**config.mk**
```make
export PLATFORM = sky130hd
export DESIGN_NAME = rename_map
export DESIGN_NICKNAME = d
export VERILOG_FILES = /design/src/rtl/rename_map_pkg.sv /design/src/rtl/rat_regfile.sv /design/src/rtl/rename_map.sv
export SDC_FILE = /design/constraint.sdc
export NUM_CORES = 2
export LEC_CHECK = 0
export ABC_AREA = 0
export BUFFER_PORTS_ARGS = -buffer_cell sky130_fd_sc_hd__buf_2
export CAP_MARGIN = 40
export CELL_PAD_IN_SITES_DETAIL_PLACEMENT = 0
export CELL_PAD_IN_SITES_GLOBAL_PLACEMENT = 1
export CORE_MARGIN = 2
export CORE_UTILIZATION = 53
export DETAILED_ROUTE_END_ITERATION = 6
export PLACE_DENSITY = 0.95
export SYNTH_ARGS = -nofsm -noshare
export SYNTH_HDL_FRONTEND = slang
export SYNTH_SLANG_ARGS = --single-unit
```
**constraint.sdc**
```tcl
create_clock -name clock -period 20.3 [get_ports clock]
set_input_delay 6.09 -clock clock [delete_from_list [all_inputs] [get_ports clock]]
set_output_delay 6.09 -clock clock [all_outputs]
set_load 0.1 [all_outputs]
```
**src/rtl/rename_map_pkg.sv**
```systemverilog
// Shared ROB state encodings and rename-group constants for the rename stage.
package rename_map_pkg;

    typedef enum logic [1:0] {
        ROB_STATE_IDLE     = 2'd0,
        ROB_STATE_ROLLBACK = 2'd1,
        ROB_STATE_WALK     = 2'd2
    } rob_state_e;

    localparam int WALK_SIZE    = 2;
    localparam int RENAME_WIDTH = 2;

endpackage

```
**src/rtl/rat_regfile.sv**
```systemverilog
// Register alias table: combinational read ports, ordered write ports
// (the highest port wins on an equal address), and a whole-table bulk load.
module rat_regfile #(
    parameter int ARCH_REGS      = 32,
    parameter int LOG_ARCH_REGS  = 5,
    parameter int PREG_IDX_WIDTH = 6,
    parameter int RD_PORTS       = 4,
    parameter int OLD_PORTS      = 2,
    parameter int WR_PORTS       = 2
) (
    input  logic                                        clock,
    input  logic                                        reset,
    input  logic [RD_PORTS-1:0][LOG_ARCH_REGS-1:0]      rd_addr,
    output logic [RD_PORTS-1:0][PREG_IDX_WIDTH-1:0]     rd_data,
    input  logic [OLD_PORTS-1:0][LOG_ARCH_REGS-1:0]     old_addr,
    output logic [OLD_PORTS-1:0][PREG_IDX_WIDTH-1:0]    old_data,
    input  logic [WR_PORTS-1:0]                         wr_en,
    input  logic [WR_PORTS-1:0][LOG_ARCH_REGS-1:0]      wr_addr,
    input  logic [WR_PORTS-1:0][PREG_IDX_WIDTH-1:0]     wr_data,
    input  logic                                        bulk_en,
    input  logic [ARCH_REGS-1:0][PREG_IDX_WIDTH-1:0]    bulk_data,
    output logic [ARCH_REGS-1:0][PREG_IDX_WIDTH-1:0]    map_q
);

    for (genvar r = 0; r < RD_PORTS; r++) begin : g_rd
        assign rd_data[r] = map_q[rd_addr[r]];
    end

    for (genvar o = 0; o < OLD_PORTS; o++) begin : g_old
        assign old_data[o] = map_q[old_addr[o]];
    end

    // Arch reg 0 is hard-wired to preg 0, so writes to it are dropped.
    always_ff @(posedge clock) begin
        if (reset) begin
            for (int i = 0; i < ARCH_REGS; i++)
                map_q[i] <= PREG_IDX_WIDTH'(i);
        end else if (bulk_en) begin
            map_q <= bulk_data;
        end else begin
            for (int w = 0; w < WR_PORTS; w++)
                if (wr_en[w] && wr_addr[w] != '0)
                    map_q[wr_addr[w]] <= wr_data[w];
        end
    end

endmodule

```
**src/rtl/rename_map.sv**
```systemverilog
// Two-wide rename stage: speculative and architectural alias tables with
// freelist handshake, registered rename results, commit and rollback/walk.
module rename_map
    import rename_map_pkg::*;
#(
    parameter int ARCH_REGS      = 32,
    parameter int LOG_ARCH_REGS  = 5,
    parameter int PREG_IDX_WIDTH = 6
) (
    input  logic                        clock,
    input  logic                        reset,
    input  logic                        instr0_valid,
    input  logic [LOG_ARCH_REGS-1:0]    instr0_lrs1,
    input  logic [LOG_ARCH_REGS-1:0]    instr0_lrs2,
    input  logic [LOG_ARCH_REGS-1:0]    instr0_lrd,
    input  logic                        instr0_need_to_wb,
    input  logic                        instr1_valid,
    input  logic [LOG_ARCH_REGS-1:0]    instr1_lrs1,
    input  logic [LOG_ARCH_REGS-1:0]    instr1_lrs2,
    input  logic [LOG_ARCH_REGS-1:0]    instr1_lrd,
    input  logic                        instr1_need_to_wb,
    output logic                        in_ready,
    input  logic [LOG_ARCH_REGS:0]      free_count,
    output logic                        req0_valid,
    output logic                        req1_valid,
    input  logic [PREG_IDX_WIDTH-1:0]   req0_data,
    input  logic [PREG_IDX_WIDTH-1:0]   req1_data,
    output logic                        out0_valid,
    output logic [PREG_IDX_WIDTH-1:0]   out0_prs1,
    output logic [PREG_IDX_WIDTH-1:0]   out0_prs2,
    output logic [PREG_IDX_WIDTH-1:0]   out0_prd,
    output logic [PREG_IDX_WIDTH-1:0]   out0_old_prd,
    output logic                        out1_valid,
    output logic [PREG_IDX_WIDTH-1:0]   out1_prs1,
    output logic [PREG_IDX_WIDTH-1:0]   out1_prs2,
    output logic [PREG_IDX_WIDTH-1:0]   out1_prd,
    output logic [PREG_IDX_WIDTH-1:0]   out1_old_prd,
    input  logic                        out_ready,
    input  logic                        commit0_valid,
    input  logic [LOG_ARCH_REGS-1:0]    commit0_lrd,
    input  logic [PREG_IDX_WIDTH-1:0]   commit0_prd,
    input  logic                        commit1_valid,
    input  logic [LOG_ARCH_REGS-1:0]    commit1_lrd,
    input  logic [PREG_IDX_WIDTH-1:0]   commit1_prd,
    input  logic [1:0]                  rob_state,
    input  logic                        rob_walk0_valid,
    input  logic [LOG_ARCH_REGS-1:0]    rob_walk0_lrd,
    input  logic [PREG_IDX_WIDTH-1:0]   rob_walk0_prd,
    input  logic                        rob_walk1_valid,
    input  logic [LOG_ARCH_REGS-1:0]    rob_walk1_lrd,
    input  logic [PREG_IDX_WIDTH-1:0]   rob_walk1_prd
);

    localparam int LW = LOG_ARCH_REGS;
    localparam int PW = PREG_IDX_WIDTH;
    localparam int CW = LOG_ARCH_REGS + 1;

    logic is_idle, is_rollback, is_walk;
    logic wb0, wb1, fire, out_valid_any;
    logic [1:0] need;

    assign is_idle     = rob_state == ROB_STATE_IDLE;
    assign is_rollback = rob_state == ROB_STATE_ROLLBACK;
    assign is_walk     = rob_state == ROB_STATE_WALK;

    assign wb0  = instr0_valid & instr0_need_to_wb & (instr0_lrd != '0);
    assign wb1  = instr1_valid & instr1_need_to_wb & (instr1_lrd != '0);
    assign need = {1'b0, wb0} + {1'b0, wb1};

    assign out_valid_any = out0_valid | out1_valid;
    assign in_ready   = is_idle & (~out_valid_any | out_ready) & (free_count >= CW'(need));
    assign fire       = in_ready & (instr0_valid | instr1_valid);
    assign req0_valid = fire & (wb0 | wb1);
    assign req1_valid = fire & wb0 & wb1;

    // Requests are compacted: a lone writer in lane 1 takes req0_data.
    logic [PW-1:0] new_prd0, new_prd1;
    assign new_prd0 = req0_data;
    assign new_prd1 = wb0 ? req1_data : req0_data;

    logic [3:0][LW-1:0] src_addr;
    logic [3:0][PW-1:0] src_prd;
    logic [1:0][LW-1:0] old_addr;
    logic [1:0][PW-1:0] old_prd;
    logic [ARCH_REGS-1:0][PW-1:0] spec_map_unused;

    assign src_addr = {instr1_lrs2, instr1_lrs1, instr0_lrs2, instr0_lrs1};
    assign old_addr = {instr1_lrd, instr0_lrd};

    logic [1:0]         spec_we;
    logic [1:0][LW-1:0] spec_waddr;
    logic [1:0][PW-1:0] spec_wdata;

    always_comb begin
        spec_we    = '0;
        spec_waddr = '0;
        spec_wdata = '0;
        if (is_walk) begin
            spec_we    = {rob_walk1_valid, rob_walk0_valid};
            spec_waddr = {rob_walk1_lrd, rob_walk0_lrd};
            spec_wdata = {rob_walk1_prd, rob_walk0_prd};
        end else if (fire) begin
            spec_we    = {wb1, wb0};
            spec_waddr = {instr1_lrd, instr0_lrd};
            spec_wdata = {new_prd1, new_prd0};
        end
    end

    // Rollback reloads from the architectural table with this cycle's commits folded in.
    logic [ARCH_REGS-1:0][PW-1:0] arch_map, arch_fwd;

    always_comb begin
        arch_fwd = arch_map;
        if (commit0_valid && commit0_lrd != '0) arch_fwd[commit0_lrd] = commit0_prd;
        if (commit1_valid && commit1_lrd != '0) arch_fwd[commit1_lrd] = commit1_prd;
    end

    rat_regfile #(
        .ARCH_REGS(ARCH_REGS), .LOG_ARCH_REGS(LW), .PREG_IDX_WIDTH(PW)
    ) u_spec (
        .clock(clock), .reset(reset),
        .rd_addr(src_addr), .rd_data(src_prd),
        .old_addr(old_addr), .old_data(old_prd),
        .wr_en(spec_we), .wr_addr(spec_waddr), .wr_data(spec_wdata),
        .bulk_en(is_rollback), .bulk_data(arch_fwd),
        .map_q(spec_map_unused)
    );

    logic [3:0][PW-1:0] arch_rd_unused;
    logic [1:0][PW-1:0] arch_old_unused;

    rat_regfile #(
        .ARCH_REGS(ARCH_REGS), .LOG_ARCH_REGS(LW), .PREG_IDX_WIDTH(PW)
    ) u_arch (
        .clock(clock), .reset(reset),
        .rd_addr('0), .rd_data(arch_rd_unused),
        .old_addr('0), .old_data(arch_old_unused),
        .wr_en({commit1_valid, commit0_valid}),
        .wr_addr({commit1_lrd, commit0_lrd}),
        .wr_data({commit1_prd, commit0_prd}),
        .bulk_en(1'b0), .bulk_data('0),
        .map_q(arch_map)
    );

    // Lane 1 sees lane 0's fresh mapping when lane 0 writes its source/dest reg.
    logic [PW-1:0] l1_prs1, l1_prs2, l1_old;
    assign l1_prs1 = (wb0 && instr0_lrd == instr1_lrs1) ? new_prd0 : src_prd[2];
    assign l1_prs2 = (wb0 && instr0_lrd == instr1_lrs2) ? new_prd0 : src_prd[3];
    assign l1_old  = (wb0 && instr0_lrd == instr1_lrd)  ? new_prd0 : old_prd[1];

    always_ff @(posedge clock) begin
        if (reset) begin
            out0_valid   <= 1'b0;
            out0_prs1    <= '0;
            out0_prs2    <= '0;
            out0_prd     <= '0;
            out0_old_prd <= '0;
            out1_valid   <= 1'b0;
            out1_prs1    <= '0;
            out1_prs2    <= '0;
            out1_prd     <= '0;
            out1_old_prd <= '0;
        end else if (is_rollback) begin
            out0_valid <= 1'b0;
            out1_valid <= 1'b0;
        end else if (fire) begin
            out0_valid   <= instr0_valid;
            out0_prs1    <= src_prd[0];
            out0_prs2    <= src_prd[1];
            out0_prd     <= wb0 ? new_prd0 : '0;
            out0_old_prd <= wb0 ? old_prd[0] : '0;
            out1_valid   <= instr1_valid;
            out1_prs1    <= l1_prs1;
            out1_prs2    <= l1_prs2;
            out1_prd     <= wb1 ? new_prd1 : '0;
            out1_old_prd <= wb1 ? l1_old : '0;
        end else if (out_ready) begin
            out0_valid <= 1'b0;
            out1_valid <= 1'b0;
        end
    end

endmodule

```
==> impl_results.md <==
- Outcome: complete, no violations
- CP max-delay cell: o211a_1
- Synthesized area per cell: 9.75 µm²
- Worst setup SP type: primary input
- DR pass1 iterations: 6
- Synth Register Bits: 434
- Final net count: 3,172
- DR WL/cell: approximately 35 µm
- Pin count of the biggest net entering global routing: 100
- Placed Area: around 31,000 µm²
- Synthesis Warnings: 0
- Synth Cell Area: just over 30,000 µm²
- Max cap viols: 0
- Area Growth Syn to Fin: 9.73%
- First-pass GRT wire length: between 150,000 and 200,000 µm
- Placer Congestion: 1.09
- RSZ-0062 raised after global routing: false
- Final Skew: 42.2 ps
- Arrival time worst endpoint: 10,480 ps
- Clock buffer depth: 3
- Area leader, netlist: dfxtp_1
- DRC errors left: 0
- Fraction of layout cells with a size suffix above 1: 0.237
- Top-area cell type share of the netlist area: 0.288
- Worst setup margin: 3730 ps
- Detailed Place HPWL: roughly 96,000 µm
- Count of mapped cells out of synthesis: 3,093
- Vias in the first global route: 26,800
- Final hold slack: 447 ps
- Worst Setup End Kind: primary output
- Area contributors post-synth: dfxtp_1 (29%), mux4_2 (23%), mux2i_1 (13%)
- Final ANT Viol Nets: 0
- Max incr delay on CP: around 750 ps
- Die area: 58,800 µm²
- Die W: between 200 and 250 µm
- Final TNS setup: 0 ps
- Global route overflow: 0
- I/O Pins: 158
- Ys async rst share: 0
- Yosys cell types: 82
- Overall routing resource usage: 0.442
- Initial Util: 0.535
- I/O Buffers: 157
- Period utilization: 0.816
- Post-synth net total: between 3,000 and 4,000
- Relative slew margins: 0.156
- Clock Latency Late Sink: 650 ps
- Total power: 2.27 mW
- Required time of the critical path: 14,210 ps
- Post-CTS setup buffers: 0
- Peak Freq: 0.0603 GHz
- Fill cells: 4,861
- CTS H-tree depth: 2
- Critical path class: primary input to primary output
- Final Cell Area: between 30,000 and 40,000 µm²
- Number of flops mapped to enable cells by yosys: 0
- Final WL: between 100,000 and 150,000 µm
- DR vias: 29,400
- Clk slew on worst S/H paths: 60 ps
- Setup violations, final: 0
- Area of the multi-input gates: 20,300 µm²
- Cell Chain, Critical Path: buf_2 -> buf_4 -> or4_1 -> o211a_1 -> inv_1 -> ha_1 -> ha_1 -> nand2b_1 -> a211o_1 -> nand3_1 -> nor2_1 -> buf_2
- Vias per cell: between 7 and 8
- P_leak: approximately 12 nW
- Final Hold Viols: 0
- Root Driver: clkbuf_16
- Most used DFF post-synth: dfxtp_1
- Util after Layout: 0.587
- Num CTS Buffers: 48
- Cts repair resizes: 0
- Core Rows: 87
- Area of the core: around 56,000 µm²
- Worst-path fanout max: 45
- Placement Setup Slack: between 3000 and 4000 ps
- Least-Margin Pin Slew: 1270 ps
- Sequential fraction of the synthesis area: 0.288
- Reg area: a little under 9000 µm²
- Hold-fix buffers, CTS: 0
- Slew Limit Fails: 0
- Fin cells: 3,856
- Worst Hold Class: flip-flop to flip-flop
- Count leader, synth: dfxtp_1
- P per Cell Area: roughly 69 nW/µm²
- CTS Sinks: about 430
- Initial antenna violation count: 3
- Die Height: 243 µm
- CTS tree: yes
- Initial DRC Count: between 4,000 and 5,000
- Placed insts: ~3,800
- Clock period minus worst slack: 16,570 ps
- Post-synth top cells: dfxtp_1 (434), mux2i_1 (385), nand2_1 (376)
- Maximum VDD drop: 69.0 µV
## cell type report
cell class,count,share of cell area
diodes,1,0.0000756
clock buffers,66,0.0417
clock inverters,20,0.00775
inverters,11,0.00125
multi-input cells,2346,0.614
flip-flops and latches,434,0.262
well taps,756,0.0286
repair buffers,222,0.0446
## power by group
group | switching, mW | internal (mW)
logic | 0.280 | 0.147
clock network | 0.391 | 0.528
registers | 0.0449 | 0.876
## path summary, 6_finish.rpt
check,slack [ps],start,cells after the start,end
hold / removal,450,out1_old_prd[3],1,out1_old_prd[3]
setup / recovery,3730,instr0_lrd[1],12,req1_valid
setup reg to reg,16730,out1_valid,7,u_spec.map_q[112]
hold reg to reg,450,out1_old_prd[3],1,out1_old_prd[3]
## worst max-delay path, delay by kind of cell
family | cells | cell delay [ps]
compound gates | 2 | 1390
buf+inv | 4 | 1290
fa+ha+maj | 2 | 610
simple gates | 4 | 1070
## state kept, by name, summed over array words and instances, names as in the netlist, 6 cells and up
| name | cells |
|---|---|
| out0_old_prd | 6 |
| out0_prs1 | 6 |
| out1_prs2 | 6 |
| out1_old_prd | 6 |
| out0_prd | 6 |
| out0_prs2 | 6 |
| out1_prs1 | 6 |
| out1_prd | 6 |
| u_spec.map_q | 192 |
| u_arch.map_q | 192 |
## layout by cell type (no fill, tap or decap), types with 7 or more instances in the layout
cell	count
a21o_1	7
nor3b_1	8
dfxtp_1	434
o211ai_1	24
clkbuf_16	48
a21oi_1	141
a2bb2oi_1	7
a221oi_1	19
buf_4	50
o2111ai_1	8
mux4_2	306
mux2i_1	385
or2_2	82
clkbuf_8	11
a311oi_1	11
nand2b_1	11
inv_1	11
or3_1	8
nand3_1	30
o22ai_1	13
nand4_1	7
buf_2	155
clkbuf_1	7
nor2_1	275
a32oi_1	8
a22oi_1	26
o221ai_1	165
buf_12	7
nor3_1	26
xor2_1	9
o21ai_0	144
a211oi_1	109
nand2_1	375
clkinv_2	9
a31oi_1	8
## logic make-up (layout without fill, tap and decap cells)
logic type / Yosys count / count (layout) / share of synthesized area
xor gates and xnor gates: 15 / 15 / 0.00435
adders and majority gates: 4 / 4 / 0.00166
other: 0 / 1 / 0
AOI/OAI and AO/OA: 755 / 755 / 0.177
muxes: 692 / 692 / 0.357
DFF: 434 / 434 / 0.288
and+or+nand+nor: 880 / 880 / 0.132
buffers and inverters: 313 / 319 / 0.0404
## per-layer routing
metal / vias to the layer above / GRT usage / part of all wire
met5: - / 0 / 0.000097
met4: 2 / 0.218 / 0.062
met3: 465 / 0.144 / 0.16
met2: 2716 / 0.618 / 0.41
met1: 14200 / 0.614 / 0.37
li1: 11900 / - / -
Power figures use the tool's default switching activity.
